`config.mk`:
```
export PLATFORM = sky130hd
export DESIGN_NAME = tdpr_port_arbiter_flat
export DESIGN_NICKNAME = d
export VERILOG_FILES = /design/src/rtl/tdpr_port_arbiter_if.sv /design/src/rtl/tdpr_port_arbiter.sv /design/src/flat_wrapper.sv
export SDC_FILE = /design/constraint.sdc
export NUM_CORES = 1
export LEC_CHECK = 0
export ABC_AREA = 1
export ABC_CLOCK_PERIOD_IN_PS = 3200
export BUFFER_PORTS_ARGS = -buffer_cell sky130_fd_sc_hd__buf_2
export CORE_MARGIN = 1.5
export CORE_UTILIZATION = 35
export DETAILED_ROUTE_END_ITERATION = 10
export GPL_ROUTABILITY_DRIVEN = 0
export SLEW_MARGIN = 15
export SYNTH_ARGS = -nofsm -noshare
export SYNTH_HDL_FRONTEND = slang
export SYNTH_SLANG_ARGS = --single-unit
```
`constraint.sdc`:
```
create_clock -name clk -period 3.2 [get_ports clk]
set_input_delay 0 -clock clk [delete_from_list [all_inputs] [get_ports clk]]
set_output_delay 0 -clock clk [all_outputs]
set_load 0.1 [all_outputs]
```
`src/rtl/tdpr_port_arbiter_if.sv`:
```
// Requester and RAM-pin bundle for the dual-port RAM arbiter.
// slave = arbiter side, master = requesters plus RAM side.
interface tdpr_port_arbiter_if #(
  parameter int NREQ      = 4,
  parameter int ADDR_SIZE = 8,
  parameter int DATA_SIZE = 8
);
  logic [NREQ-1:0]           req_valid;
  logic [NREQ-1:0]           req_we;
  logic [NREQ*ADDR_SIZE-1:0] req_addr;
  logic [NREQ*DATA_SIZE-1:0] req_wdata;
  logic [NREQ-1:0]           req_ready;
  logic [NREQ-1:0]           rsp_valid;
  logic [NREQ*DATA_SIZE-1:0] rsp_data;
  logic                      en_a;
  logic                      we_a;
  logic [ADDR_SIZE-1:0]      addr_a;
  logic [DATA_SIZE-1:0]      din_a;
  logic [DATA_SIZE-1:0]      dout_a;
  logic                      en_b;
  logic                      we_b;
  logic [ADDR_SIZE-1:0]      addr_b;
  logic [DATA_SIZE-1:0]      din_b;
  logic [DATA_SIZE-1:0]      dout_b;

  modport slave (
    input  req_valid, req_we, req_addr, req_wdata,
    input  dout_a, dout_b,
    output req_ready, rsp_valid, rsp_data,
    output en_a, we_a, addr_a, din_a,
    output en_b, we_b, addr_b, din_b
  );

  modport master (
    output req_valid, req_we, req_addr, req_wdata,
    output dout_a, dout_b,
    input  req_ready, rsp_valid, rsp_data,
    input  en_a, we_a, addr_a, din_a,
    input  en_b, we_b, addr_b, din_b
  );
endinterface

```
`src/rtl/tdpr_port_arbiter.sv`:
```
// Round-robin arbiter granting up to two non-conflicting
// requests per cycle onto the A/B ports of a dual-port RAM.
module tdpr_port_arbiter #(
  parameter int NREQ      = 4,
  parameter int ADDR_SIZE = 8,
  parameter int DATA_SIZE = 8
) (
  input logic clk,
  input logic rst_n,
  tdpr_port_arbiter_if.slave bus
);
  localparam int PW = (NREQ > 1) ? $clog2(NREQ) : 1;
  localparam logic [PW:0] NR = (PW+1)'(NREQ);

  typedef logic [PW-1:0] idx_t;

  logic [ADDR_SIZE-1:0] addr_v  [NREQ];
  logic [DATA_SIZE-1:0] wdata_v [NREQ];

  for (genvar g = 0; g < NREQ; g++) begin : g_unpack
    assign addr_v[g]  = bus.req_addr[g*ADDR_SIZE +: ADDR_SIZE];
    assign wdata_v[g] = bus.req_wdata[g*DATA_SIZE +: DATA_SIZE];
  end

  idx_t ptr;
  idx_t ptr_nxt;
  logic pend_a;
  logic pend_b;
  idx_t idx_a;
  idx_t idx_b;

  logic ga;
  logic gb;
  idx_t wa;
  idx_t wb;
  idx_t cand;

  function automatic idx_t wrap_add(idx_t i, int k);
    logic [PW:0] s;
    s = {1'b0, i} + (PW+1)'(k);
    if (s >= NR) s = s - NR;
    return s[PW-1:0];
  endfunction

  // Scan from ptr; first valid takes A, next non-conflicting takes B.
  always_comb begin
    ga   = 1'b0;
    gb   = 1'b0;
    wa   = '0;
    wb   = '0;
    cand = '0;
    for (int k = 0; k < NREQ; k++) begin
      cand = wrap_add(ptr, k);
      if (rst_n && bus.req_valid[cand]) begin
        if (!ga) begin
          ga = 1'b1;
          wa = cand;
        end else if (!gb &&
                     !(addr_v[cand] == addr_v[wa] &&
                       (bus.req_we[cand] || bus.req_we[wa]))) begin
          gb = 1'b1;
          wb = cand;
        end
      end
    end
  end

  always_comb begin
    bus.req_ready = '0;
    if (ga) bus.req_ready[wa] = 1'b1;
    if (gb) bus.req_ready[wb] = 1'b1;
  end

  assign bus.en_a   = ga;
  assign bus.we_a   = ga & bus.req_we[wa];
  assign bus.addr_a = ga ? addr_v[wa]  : '0;
  assign bus.din_a  = ga ? wdata_v[wa] : '0;
  assign bus.en_b   = gb;
  assign bus.we_b   = gb & bus.req_we[wb];
  assign bus.addr_b = gb ? addr_v[wb]  : '0;
  assign bus.din_b  = gb ? wdata_v[wb] : '0;

  always_comb begin
    ptr_nxt = ptr;
    if (gb)      ptr_nxt = wrap_add(wb, 1);
    else if (ga) ptr_nxt = wrap_add(wa, 1);
  end

  always_ff @(posedge clk) begin
    if (!rst_n) begin
      ptr    <= '0;
      pend_a <= 1'b0;
      pend_b <= 1'b0;
      idx_a  <= '0;
      idx_b  <= '0;
    end else begin
      ptr    <= ptr_nxt;
      pend_a <= ga & ~bus.req_we[wa];
      pend_b <= gb & ~bus.req_we[wb];
      idx_a  <= wa;
      idx_b  <= wb;
    end
  end

  // Port A is applied last so it wins if both ever target one requester.
  always_comb begin
    bus.rsp_valid = '0;
    bus.rsp_data  = '0;
    for (int i = 0; i < NREQ; i++) begin
      if (rst_n && pend_b && idx_b == idx_t'(i)) begin
        bus.rsp_valid[i] = 1'b1;
        bus.rsp_data[i*DATA_SIZE +: DATA_SIZE] = bus.dout_b;
      end
      if (rst_n && pend_a && idx_a == idx_t'(i)) begin
        bus.rsp_valid[i] = 1'b1;
        bus.rsp_data[i*DATA_SIZE +: DATA_SIZE] = bus.dout_a;
      end
    end
  end
endmodule

```
`src/flat_wrapper.sv`:
```
// flat-port wrapper written by rule: the top's interface ports become plain ports
module tdpr_port_arbiter_flat 
#(
  parameter int NREQ      = 4,
  parameter int ADDR_SIZE = 8,
  parameter int DATA_SIZE = 8
)
  (clk, rst_n, bus_req_valid, bus_req_we, bus_req_addr, bus_req_wdata, bus_dout_a, bus_dout_b, bus_req_ready, bus_rsp_valid, bus_rsp_data, bus_en_a, bus_we_a, bus_addr_a, bus_din_a, bus_en_b, bus_we_b, bus_addr_b, bus_din_b);
  tdpr_port_arbiter_if #(.NREQ(NREQ), .ADDR_SIZE(ADDR_SIZE), .DATA_SIZE(DATA_SIZE)) bus_i ();
  input logic clk;
  input logic rst_n;
  input wire logic [$bits(bus_i.req_valid)-1:0] bus_req_valid;
  input wire logic [$bits(bus_i.req_we)-1:0] bus_req_we;
  input wire logic [$bits(bus_i.req_addr)-1:0] bus_req_addr;
  input wire logic [$bits(bus_i.req_wdata)-1:0] bus_req_wdata;
  input wire logic [$bits(bus_i.dout_a)-1:0] bus_dout_a;
  input wire logic [$bits(bus_i.dout_b)-1:0] bus_dout_b;
  output wire logic [$bits(bus_i.req_ready)-1:0] bus_req_ready;
  output wire logic [$bits(bus_i.rsp_valid)-1:0] bus_rsp_valid;
  output wire logic [$bits(bus_i.rsp_data)-1:0] bus_rsp_data;
  output wire logic [$bits(bus_i.en_a)-1:0] bus_en_a;
  output wire logic [$bits(bus_i.we_a)-1:0] bus_we_a;
  output wire logic [$bits(bus_i.addr_a)-1:0] bus_addr_a;
  output wire logic [$bits(bus_i.din_a)-1:0] bus_din_a;
  output wire logic [$bits(bus_i.en_b)-1:0] bus_en_b;
  output wire logic [$bits(bus_i.we_b)-1:0] bus_we_b;
  output wire logic [$bits(bus_i.addr_b)-1:0] bus_addr_b;
  output wire logic [$bits(bus_i.din_b)-1:0] bus_din_b;
  assign bus_i.req_valid = bus_req_valid;
  assign bus_i.req_we = bus_req_we;
  assign bus_i.req_addr = bus_req_addr;
  assign bus_i.req_wdata = bus_req_wdata;
  assign bus_i.dout_a = bus_dout_a;
  assign bus_i.dout_b = bus_dout_b;
  assign bus_req_ready = bus_i.req_ready;
  assign bus_rsp_valid = bus_i.rsp_valid;
  assign bus_rsp_data = bus_i.rsp_data;
  assign bus_en_a = bus_i.en_a;
  assign bus_we_a = bus_i.we_a;
  assign bus_addr_a = bus_i.addr_a;
  assign bus_din_a = bus_i.din_a;
  assign bus_en_b = bus_i.en_b;
  assign bus_we_b = bus_i.we_b;
  assign bus_addr_b = bus_i.addr_b;
  assign bus_din_b = bus_i.din_b;
  tdpr_port_arbiter #(.NREQ(NREQ), .ADDR_SIZE(ADDR_SIZE), .DATA_SIZE(DATA_SIZE)) u_core (.clk(clk), .rst_n(rst_n), .bus(bus_i));
endmodule
```
Word level (Yosys, flattened, before mapping)
Cells that the tools add are included.
{"block": "word_totals", "wordCells": 213, "in_bits": 90, "reg_bits": 8, "out_inout_bits": 76}
{"block": "op_classes", "n_reduce_logical": 31, "n_addsub": 11, "mux": 117, "eq_ne": 9, "magnitude_cmp": 25, "bitwise": 15}
{"operator": "two-way mux 8 bit", "n": 32}
{"operator": "binary-select mux 8 bit (select 2 bit)", "n": 10}
{"operator": "two-way mux 2 bit", "n": 24}
{"operator": ">= comparator 3 bit, second input constant", "n": 13}
{"operator": "two-way mux 1 bit", "n": 35}
{"operator": "less-than comparator 2 x 3 -> 1 bit, second input constant", "n": 9}
{"operator": "binary-select mux 1 bit (select 2 bit)", "n": 12}
{"operator": "== test 8 bit", "n": 3}
{"operator": "NOT 2 -> 3 bit", "n": 8}
{"operator": "logical AND 1 bit", "n": 21}
{"operator": "subtractor 2 x 1 -> 2 bit, second input constant", "n": 6}
{"operator": "adder 2 x 1 -> 3 bit, second input constant", "n": 3}
{"operator": "== test 2 bit, second input constant", "n": 4}
{"operator": "two-way mux 4 bit", "n": 2}
{"operator": "adder 2 x 2 -> 3 bit, second input constant", "n": 2}
{"operator": "AND 1 bit", "n": 4}
{"operator": "demux 1 bit (select 2 bit)", "n": 2}
{"operator": "== test 2 x 1 -> 1 bit, second input constant", "n": 2}
{"operator": ">= comparator 2 x 1 -> 1 bit, second input constant", "n": 2}
{"operator": "zero test 1 bit", "n": 4}
{"operator": "zero test 2 bit", "n": 2}
{"operator": "OR 4 bit", "n": 1}
{"operator": ">= comparator 2 x 3 -> 1 bit, second input constant", "n": 1}
{"operator": "logical OR 1 bit", "n": 3}
{"operator": "other kinds (2)", "n": 3}

Longest topological paths before layout
Gate-level depths: netlist of the first run.
{"block": "depth", "word_depth": 31, "depth_mapped": 33, "mapped_depth_nobuf": 30}

Worst setup path before layout of the first run
No wires, ideal clock.
{"block": "synth_path", "path_type": "register to output", "startpoint": "register u_core.ptr[0]", "endpoint": "output port bus_addr_b[0]", "n_path_buf": 4, "t_required_ns": 3.200, "t_arrival_ns": 5.155, "slack_ns": -1.955, "path_stages_with_launch": 22, "path_cell_list": "dfxtp_1 -> inv_2 -> buf_6 -> nand2_2 -> nand3_1 -> nand3_2 -> inv_1 -> ha_1 -> buf_2 -> clkbuf_1 -> o21ai_0 -> o21ai_0 -> xor2_1 -> nor2_1 -> nand3_1 -> nand2_1 -> nand2_1 -> nand2_1 -> nand2_1 -> clkbuf_1 -> o21ai_0 -> nor2_1"}
{"block": "synth_via", "word_cells_on_any_way": 109, "cone_classes": "add/sub (7); order compare (4); eq/ne (3); mux (72); bitwise (7); reduce/logical (16)"}
{"item": "start, declared", "line": "tdpr_port_arbiter.sv:25", "source": "idx_t ptr;"}
{"item": "start signal, assigned", "line": "tdpr_port_arbiter.sv:97", "source": "ptr <= ptr_nxt;"}
{"item": ">= comparator 2 x 3 -> 1 bit / subtractor 2 x 1 -> 2 bit (equally long branches)", "line": "tdpr_port_arbiter.sv:41", "source": "if (s >= NR) s = s - NR;"}
{"item": "two-way mux 2 bit", "line": "tdpr_port_arbiter.sv:41"}
{"item": "binary-select mux 1 bit (select 2 bit)", "line": "tdpr_port_arbiter.sv:54", "source": "if (rst_n && bus.req_valid[cand]) begin"}
{"item": "two-way mux 1 bit (implied by the code)", "line": "tdpr_port_arbiter.sv:54"}
{"item": "logical AND 1 bit", "line": "tdpr_port_arbiter.sv:54"}
{"item": "two-way mux 2 bit", "line": "tdpr_port_arbiter.sv:54"}
{"item": "NOT 2 -> 3 bit (implied by the code)", "line": "tdpr_port_arbiter.sv:59", "source": "!(addr_v[cand] == addr_v[wa] &&"}
{"item": "binary-select mux 8 bit (select 2 bit)", "line": "tdpr_port_arbiter.sv:59"}
{"item": "[... 11 more ...]"}
{"item": "two-way mux 1 bit", "line": "tdpr_port_arbiter.sv:54"}
{"item": "zero test 1 bit", "line": "tdpr_port_arbiter.sv:58", "source": "end else if (!gb &&"}
{"item": "logical AND 1 bit", "line": "tdpr_port_arbiter.sv:58"}
{"item": "two-way mux 1 bit", "line": "tdpr_port_arbiter.sv:58"}
{"item": "two-way mux 1 bit", "line": "tdpr_port_arbiter.sv:55", "source": "if (!ga) begin"}
{"item": "two-way mux 1 bit (*)", "line": "tdpr_port_arbiter.sv:54"}
{"item": "net bus_en_b", "line": "flat_wrapper.sv:25", "source": "output wire logic [$bits(bus_i.en_b)-1:0] bus_en_b;"}
{"item": "two-way mux 8 bit (*)", "line": "tdpr_port_arbiter.sv:80", "source": "assign bus.addr_b = gb ? addr_v[wb] : '0;"}
{"item": "end, declared", "line": "flat_wrapper.sv:27", "source": "output wire logic [$bits(bus_i.addr_b)-1:0] bus_addr_b;"}
Mark *: on every way through the listed nets, which the timed path passes. The rest lies on a longest branch. The select of a mux whose other input is x is not followed.

Worst setup path in the final report of the first run
{"block": "layout_path", "startpoint": "register u_core.ptr[0]", "endpoint": "output port bus_addr_b[0]"}
{"block": "layout_via", "elab_chain_cells": 30, "word_cells_on_any_way": 109, "cone_classes": "add/sub (7); order compare (4); eq/ne (3); mux (72); bitwise (7); reduce/logical (16)"}
{"item": ">= comparator 2 x 3 -> 1 bit / subtractor 2 x 1 -> 2 bit (equally long branches)", "line": "tdpr_port_arbiter.sv:41"}
{"item": "two-way mux 2 bit", "line": "tdpr_port_arbiter.sv:41"}
{"item": "binary-select mux 1 bit (select 2 bit)", "line": "tdpr_port_arbiter.sv:54"}
{"item": "two-way mux 1 bit (implied by the code)", "line": "tdpr_port_arbiter.sv:54"}
{"item": "logical AND 1 bit", "line": "tdpr_port_arbiter.sv:54"}
{"item": "two-way mux 2 bit", "line": "tdpr_port_arbiter.sv:54"}
{"item": "NOT 2 -> 3 bit (implied by the code)", "line": "tdpr_port_arbiter.sv:59"}
{"item": "binary-select mux 8 bit (select 2 bit)", "line": "tdpr_port_arbiter.sv:59"}
{"item": "[... 13 more ...]"}
{"item": "logical AND 1 bit", "line": "tdpr_port_arbiter.sv:58"}
{"item": "two-way mux 2 bit", "line": "tdpr_port_arbiter.sv:58"}
{"item": "two-way mux 2 bit", "line": "tdpr_port_arbiter.sv:55"}
{"item": "two-way mux 2 bit", "line": "tdpr_port_arbiter.sv:54"}
{"item": "NOT 2 -> 3 bit (implied by the code)", "line": "tdpr_port_arbiter.sv:80"}
{"item": "binary-select mux 8 bit (select 2 bit)", "line": "tdpr_port_arbiter.sv:80"}
{"item": "two-way mux 8 bit (implied by the code) (2 in a row)", "line": "tdpr_port_arbiter.sv:80"}
{"item": "two-way mux 8 bit (*)", "line": "tdpr_port_arbiter.sv:80"}
Every way passes the cells marked *; elsewhere a longest branch is shown, timed or not. The select of a mux whose other input is x is not followed.

==> results of run 1 <==
[final timing paths]
| path | from | to | slack (ns) | cells after the start |
|---|---|---|---|---|
| worst max-delay path | u_core.ptr[0] | bus_addr_b[0] | -0.54 | 30 |
| worst min-delay path | bus_req_we[2] | u_core.pend_b | 0.17 | 6 |
| worst max register to register | u_core.ptr[0] | u_core.pend_b | -0.18 | 31 |
| worst min register to register | u_core.ptr[1] | u_core.ptr[1] | 0.75 | 3 |
[stage by stage]
stage	hold slack, ns	std cells	util (%)	TNS, ns	instance area (sq um)
after detailed placement	0.4017	1254	59.62	-6.230	7191
final	0.1739	1309	70.64	-11.41	8521
after global placement	0.4089	1254	59.62	-4.975	7191
after global routing	0.2104	1309	70.64	-17.59	8521
after floorplan	0.2013	858	-	-4.880	5022
after CTS	0.1581	1285	64.21	-7.071	7745
[Yosys cell counts, drive strengths merged (7+ instances only)]
| library cell | number |
|---|---|
| nand3b | 11 |
| nand3 | 127 |
| clkbuf | 14 |
| dfxtp | 8 |
| o22ai | 50 |
| a21oi | 16 |
| a221oi | 9 |
| o221ai | 10 |
| nand2 | 277 |
| o21ai | 87 |
| nor2 | 51 |
| o211ai | 8 |
| inv | 124 |
| nand4 | 7 |
| buf | 26 |
| a211oi | 7 |
[area by class of cell]
type                       count  area (sq um)  share of cell area, %
sequential                     8         167.7                  1.968
clock buffer                   4         78.83                 0.9251
inverter                     125         513.0                  6.021
timing repair buffer         318          2888                  33.89
multi-input combinational    686          4663                  54.73
tap                          168         210.2                  2.467
[state kept, by name (all words and copies together) (netlist names)]
register       count
u_core.idx_b       2
u_core.ptr         2
u_core.idx_a       2
u_core.pend_b      1
u_core.pend_a      1
[worst register-to-register path, delay by kind of cell, from the launching register on]
| family | cells | cell delay, ns |
|---|---|---|
| flip-flops | 1 | 0.38 |
| AND/OR/NAND/NOR | 24 | 1.96 |
| buffers and inverters | 6 | 0.78 |
| AO/OA/AOI/OAI | 1 | 0.15 |
[cells by family after synthesis]
kind of cell | synth area share [%]
and+or+nand+nor | 51.15
xor gates and xnor gates | 1.606
AOI/OAI and AO/OA | 26.59
DFF | 3.672
muxes | 0.2295
buffers and inverters | 16.47
adders and majority gates | 0.2868
[placed cells by master (no fill, tap or decap), types with 9 or more instances in the layout]
cell	netlist	final
nand3_2	6	42
nand3_1	120	76
buf_2	13	127
buf_12	0	51
nor2_1	45	15
nand2_4	11	26
nand2_2	13	47
nor2_4	3	25
nand3b_1	11	11
o22ai_1	50	47
o21ai_1	3	23
nand2_1	253	199
nor2_2	3	11
a21oi_1	16	15
buf_6	8	22
inv_1	120	109
buf_4	5	111
o21ai_0	84	58
nand3_4	1	9
[per-layer routing]
layer | part of all wire [%] | vias up
met1 | 41 | 3374
li1 | - | 3461
met5 | 0 | -
met3 | 8.6 | 86
met4 | 3.8 | 0
met2 | 47 | 417
[what timing repair did]
item	4_1_cts	5_1_grt
cloned	2	5
setup buffers	25	20
pin swaps	52	62
endpoints found under the setup margin	42	43
resized for setup	56	144
==> key figures, run 1 <==
Drt
  – Via Count: 7338
  – Drt total wl: 23.14 mm
  – Mean number of vias per cell: 5.606
  – Routed Antenna Nets: 0
  – Detailed-route wire length per cell: 17.68 microns
  – Initial DRC Count: 678
  – DR DRC count: 0
  – Detailed-router iteration count before antenna repair: 5

Logic synthesis
  – Cell count after synthesis: 858
  – Area of the mapped netlist: 4362 sq um
  – Seq/Total Area, Yosys: 3.672%
  – FF+latch count, synth: 8
  – Syn Area/Cell: 5.084 sq um
  – Post-synth EDFFs: 0
  – Area leader, netlist: nand2_1
  – Area share of the largest cell type after synthesis: 21.77%
  – Cell variety after synth: 39
  – Syn_nets: 949
  – Warnings, synthesis: 0
  – Ys flop type: dfxtp_1
  – Ys async rst share: 0%
  – Area contributors post-synth: nand2_1 (22%), nand3_1 (14%), inv_1 (10%)

Die
  – # rows: 40
  – DIE AREA: 13140 sq um
  – Chip width: 114.6 microns
  – Core area: 12060 sq um
  – I/O pins: 166
  – Die Height: 114.6 microns
  – Initial Utilization: 36.16%

Final layout
  – Final #Nets: 1233
  – # fillers: 1020
  – Layout cells sized above 1: 47.85%
  – Area Overhead vs Synth: 95.35%
  – Antenna Cells: 0

STA
  – Slew headroom: 66.79%
  – Final Slew Violations: 0
  – Tmin final: 3.735 ns
  – Worst setup margin: -0.5352 ns
  – Fin crit share: 116.7%
  – Least-Margin Pin Slew: 0.5016 ns
  – Clk_skew: 0.001941 ns
  – Unrepaired setup endpoints after global routing: true
  – Hold Violations, Final: 0
  – Achievable Freq: 267.7 MHz
  – Final setup viols: 38

Critical path
  – Setup CP Type: reg -> out
  – CP max FO: 7
  – Most frequent CP cell: nand2_2
  – Arrival @ worst endpoint: 3.74 ns
  – CP endpoint kind: primary output
  – CP Data Required Time: 3.20 ns
  – Largest stage delay, worst path: 0.38 ns
  – Worst Path Buf+Inv: 7
  – Startpoint type of the worst setup path: flop
  – Cell family with most CP delay: simple AND/OR/NAND/NOR gates
  – CP max stage cell: dfxtp_4

Global routing
  – Largest net degree at the start of global routing: 36
  – Vias in the first global route: 6468
  – Total GRT Usage: 31.99%
  – Global-route wire length before repair: 33.50 mm
  – Top Usage Layer GRT: met2
  – Met1 usage: 42.73%
  – Initial antenna violation count: 0
  – Overflow after GRT: 0
  – Global-route met3 utilization: 3.812%
  – Met2 GRT Util: 52.77%

CTS
  – Clock network latency to the later pin of the worst-skew pair: 0.23 ns
  – Longest Clk Path Bufs: 2
  – CTS tree: yes
  – CTS root buf: clkbuf_16
  – CTS buffer count: 3
  – Clock sink count: 8
  – Clock transition at path regs: 0.04 ns
  – CTS Hold Bufs: 0
  – Number of H-tree levels: 1

Run status
  – Failing checks: negative setup slack
  – Status: complete, but fails checks

Place
  – Dpl hpwl: 16.29 mm
  – I/O Buffers: 165
  – Setup WS pre-CTS: -0.3428 ns

Run
  – Max-cap violations: 0

Min path
  – Hold crit path type: in -> reg
Power of run 1 is left out: the tool's default activity adds up to more than one toggle a clock period on the data nets, which glitch-free logic cannot reach.
==> run 2, diff against run 1 <==
--- a/config.mk
+++ b/config.mk
@@ -5,7 +5,6 @@
 export SDC_FILE = /design/constraint.sdc
 export NUM_CORES = 1
 export LEC_CHECK = 0
-export ABC_AREA = 1
 export ABC_CLOCK_PERIOD_IN_PS = 3200
 export BUFFER_PORTS_ARGS = -buffer_cell sky130_fd_sc_hd__buf_2
 export CORE_MARGIN = 1.5
==> key figures, run 2 <==
Logic synthesis
  – Ys flop type: dfxtp_1
  – Commonest cells in the netlist: mux2i_1 (77), a211oi_1 (42), mux4_2 (38)
  – Cell variety after synth: 66
  – Syn_nets: 578
  – Area leader, netlist: mux4_2
  – Cell count after synthesis: 487
  – Warnings, synthesis: 0
  – Seq/Total Area, Yosys: 3.756%
  – Area of the mapped netlist: 4264 sq um
  – Syn Area/Cell: 8.756 sq um
  – FF+latch count, synth: 8
  – Area contributors post-synth: mux4_2 (20%), mux2i_1 (18%), a211oi_1 (7.4%)
  – Area share of the largest cell type after synthesis: 20.07%
  – Post-synth EDFFs: 0
  – Ys async rst share: 0%
  – Count leader, synth: mux2i_1

Run status
  – Failing checks: negative setup slack
  – Status: complete, but fails checks

STA
  – Clk_skew: 0.0007298 ns
  – Worst setup margin: -1.052 ns
  – Slew headroom: 34.34%
  – Final setup viols: 27
  – Hold Violations, Final: 0
  – Setup TNS: -23.26 ns
  – Unrepaired setup endpoints after global routing: true
  – Final Slew Violations: 0
  – Tmin final: 4.252 ns
  – Least-Margin Pin Slew: 0.9774 ns
  – Fin crit share: 132.9%
  – Final hold slack: 0.1990 ns
  – Achievable Freq: 235.2 MHz

Drt
  – Via Count: 5385
  – Detailed-route wire length per cell: 20.71 microns
  – DR DRC count: 0
  – Drt total wl: 17.89 mm
  – Mean number of vias per cell: 6.233
  – Detailed-router iteration count before antenna repair: 5
  – Initial DRC Count: 375
  – Routed Antenna Nets: 0

Critical path
  – CP Data Required Time: 3.20 ns
  – CP max FO: 8
  – Setup CP Type: reg -> out
  – Startpoint type of the worst setup path: flop
  – Arrival @ worst endpoint: 4.25 ns
  – CP endpoint kind: primary output

CTS
  – Longest Clk Path Bufs: 2
  – Clock sink count: 8
  – Clock transition at path regs: 0.03 ns
  – CTS tree: yes
  – CTS buffer count: 3
  – CTS Hold Bufs: 0
  – Number of H-tree levels: 1
  – Clock network latency to the later pin of the worst-skew pair: 0.23 ns
  – CTS root buf: clkbuf_16

Global routing
  – Total GRT Usage: 27.11%
  – Met2 GRT Util: 47.11%
  – Met1 usage: 34.96%
  – Global-route met3 utilization: 3.932%
  – Overflow after GRT: 0
  – Top Usage Layer GRT: met2
  – Largest net degree at the start of global routing: 31
  – Global-route wire length before repair: 28.30 mm
  – Vias in the first global route: 5361
  – Initial antenna violation count: 0

Die
  – Chip width: 113.4 microns
  – Core area: 11960 sq um
  – DIE AREA: 12850 sq um
  – Initial Utilization: 35.65%
  – I/O pins: 166
  – # rows: 40
  – Die Height: 113.4 microns

Place
  – Dpl hpwl: 13.19 mm
  – I/O Buffers: 165
  – Setup WS pre-CTS: -0.9265 ns

Final layout
  – Antenna Cells: 0
  – Most frequent cells in the layout: buf_2 (126), buf_4 (89), mux2i_1 (74), buf_12 (49), mux4_2 (38)
  – # fillers: 962
  – Area Overhead vs Synth: 74.68%
  – Area of the multi-input gates: 4547 sq um
  – Largest regs: u_core.idx_a (2), u_core.idx_b (2), u_core.ptr (2)
  – Most common cell after layout, fill and taps aside: buf_2
  – FF/Latch Area: 165.2 sq um
  – Final #Nets: 810
  – Layout cells sized above 1: 58.86%

Run
  – Max-cap violations: 0

Pwr
  – Pwr/cell area: 589.9 nW/um^2
  – Maximum vdd drop: 0.4583 mV
  – Pleak: 3.006 nW

Min path
  – Hold crit path type: in -> reg
[run 2: final cells by class]
| class | instances | share of cell area [%] |
|---|---|---|
| well taps | 147 | 2.469 |
| repair buffers | 274 | 32.30 |
| multi-input cells | 415 | 61.04 |
| clock buffers | 3 | 1.008 |
| flip-flops and latches | 8 | 2.217 |
| inverters | 17 | 0.9575 |
[run 2: metal layers]
metal / routed length (microns) / vias to the layer above
met5: 0 / -
met4: 564 / 0
met3: 1421 / 56
met2: 8658 / 302
met1: 7248 / 2615
li1: - / 2412
[run 2: critical path, stage by stage, from the launching register on]
cell and delay (ns):
dfxtp_4 0.38, buf_6 0.14, nor3b_4 0.23, a31oi_4 0.06, o32ai_4 0.37, mux2i_4 0.37, mux4_2 0.55, xnor2_1 0.16
nand4_1 0.11, o31a_1 0.34, nand3b_1 0.14, o211ai_1 0.12, buf_4 0.17, buf_12 0.12, and2_4 0.21, a221oi_4 0.33
buf_12 0.21
[run 2: worst paths after layout]
kind / start / endpoint / slack, ns / cells past startpoint
worst max-delay path: u_core.ptr[0] / bus_addr_b[4] / -1.05 / 16
worst min-delay path: rst_n / u_core.idx_a[0] / 0.20 / 4
worst min register to register: u_core.ptr[0] / u_core.ptr[0] / 0.80 / 3
worst max register to register: u_core.ptr[0] / u_core.pend_b / -0.73 / 15
[run 2: kinds of logic (layout without fill, tap and decap cells)]
family | Yosys count | in the layout | synth area share, %
flip-flops | 8 | 8 | 3.756
AO/OA/AOI/OAI | 154 | 154 | 28.40
AND/OR/NAND/NOR | 114 | 114 | 14.38
adder cells (fa/ha/maj) | 2 | 2 | 0.5281
buffers and inverters | 64 | 294 | 7.952
multiplexers | 122 | 122 | 40.26
XOR/XNOR | 23 | 23 | 4.724
[run 2: through the flow]
step                instance area [sq um]  instances  utilization, %  power [W]
floorplan                            4850        487               -   0.002775
global placement                     6824        834           57.05   0.003852
detailed placement                   6824        834           57.05   0.003897
CTS                                  7182        849           60.04   0.004238
global route                         7448        864           62.27   0.004566
finish                               7448        864           62.27   0.004393
[run 2: repair_timing]
item,CTS,global route
pin swaps,26,15
gates resized for setup,39,26
buffers inserted,13,15
setup endpoints to repair,42,44
hold endpoints to repair,0,0
gates cloned,0,1
[run 2: where the power goes]
part / leakage, nW / total [W] / internal, W / switching [W]
registers: 0.0673 / 0.000150 / 0.000123 / 0.0000270
logic: 2.90 / 0.00404 / 0.00160 / 0.00244
clock network: 0.0370 / 0.000203 / 0.000160 / 0.0000427
total: 3.01 / 0.00439 / 0.00188 / 0.00251
Power figures use the tool's default switching activity.
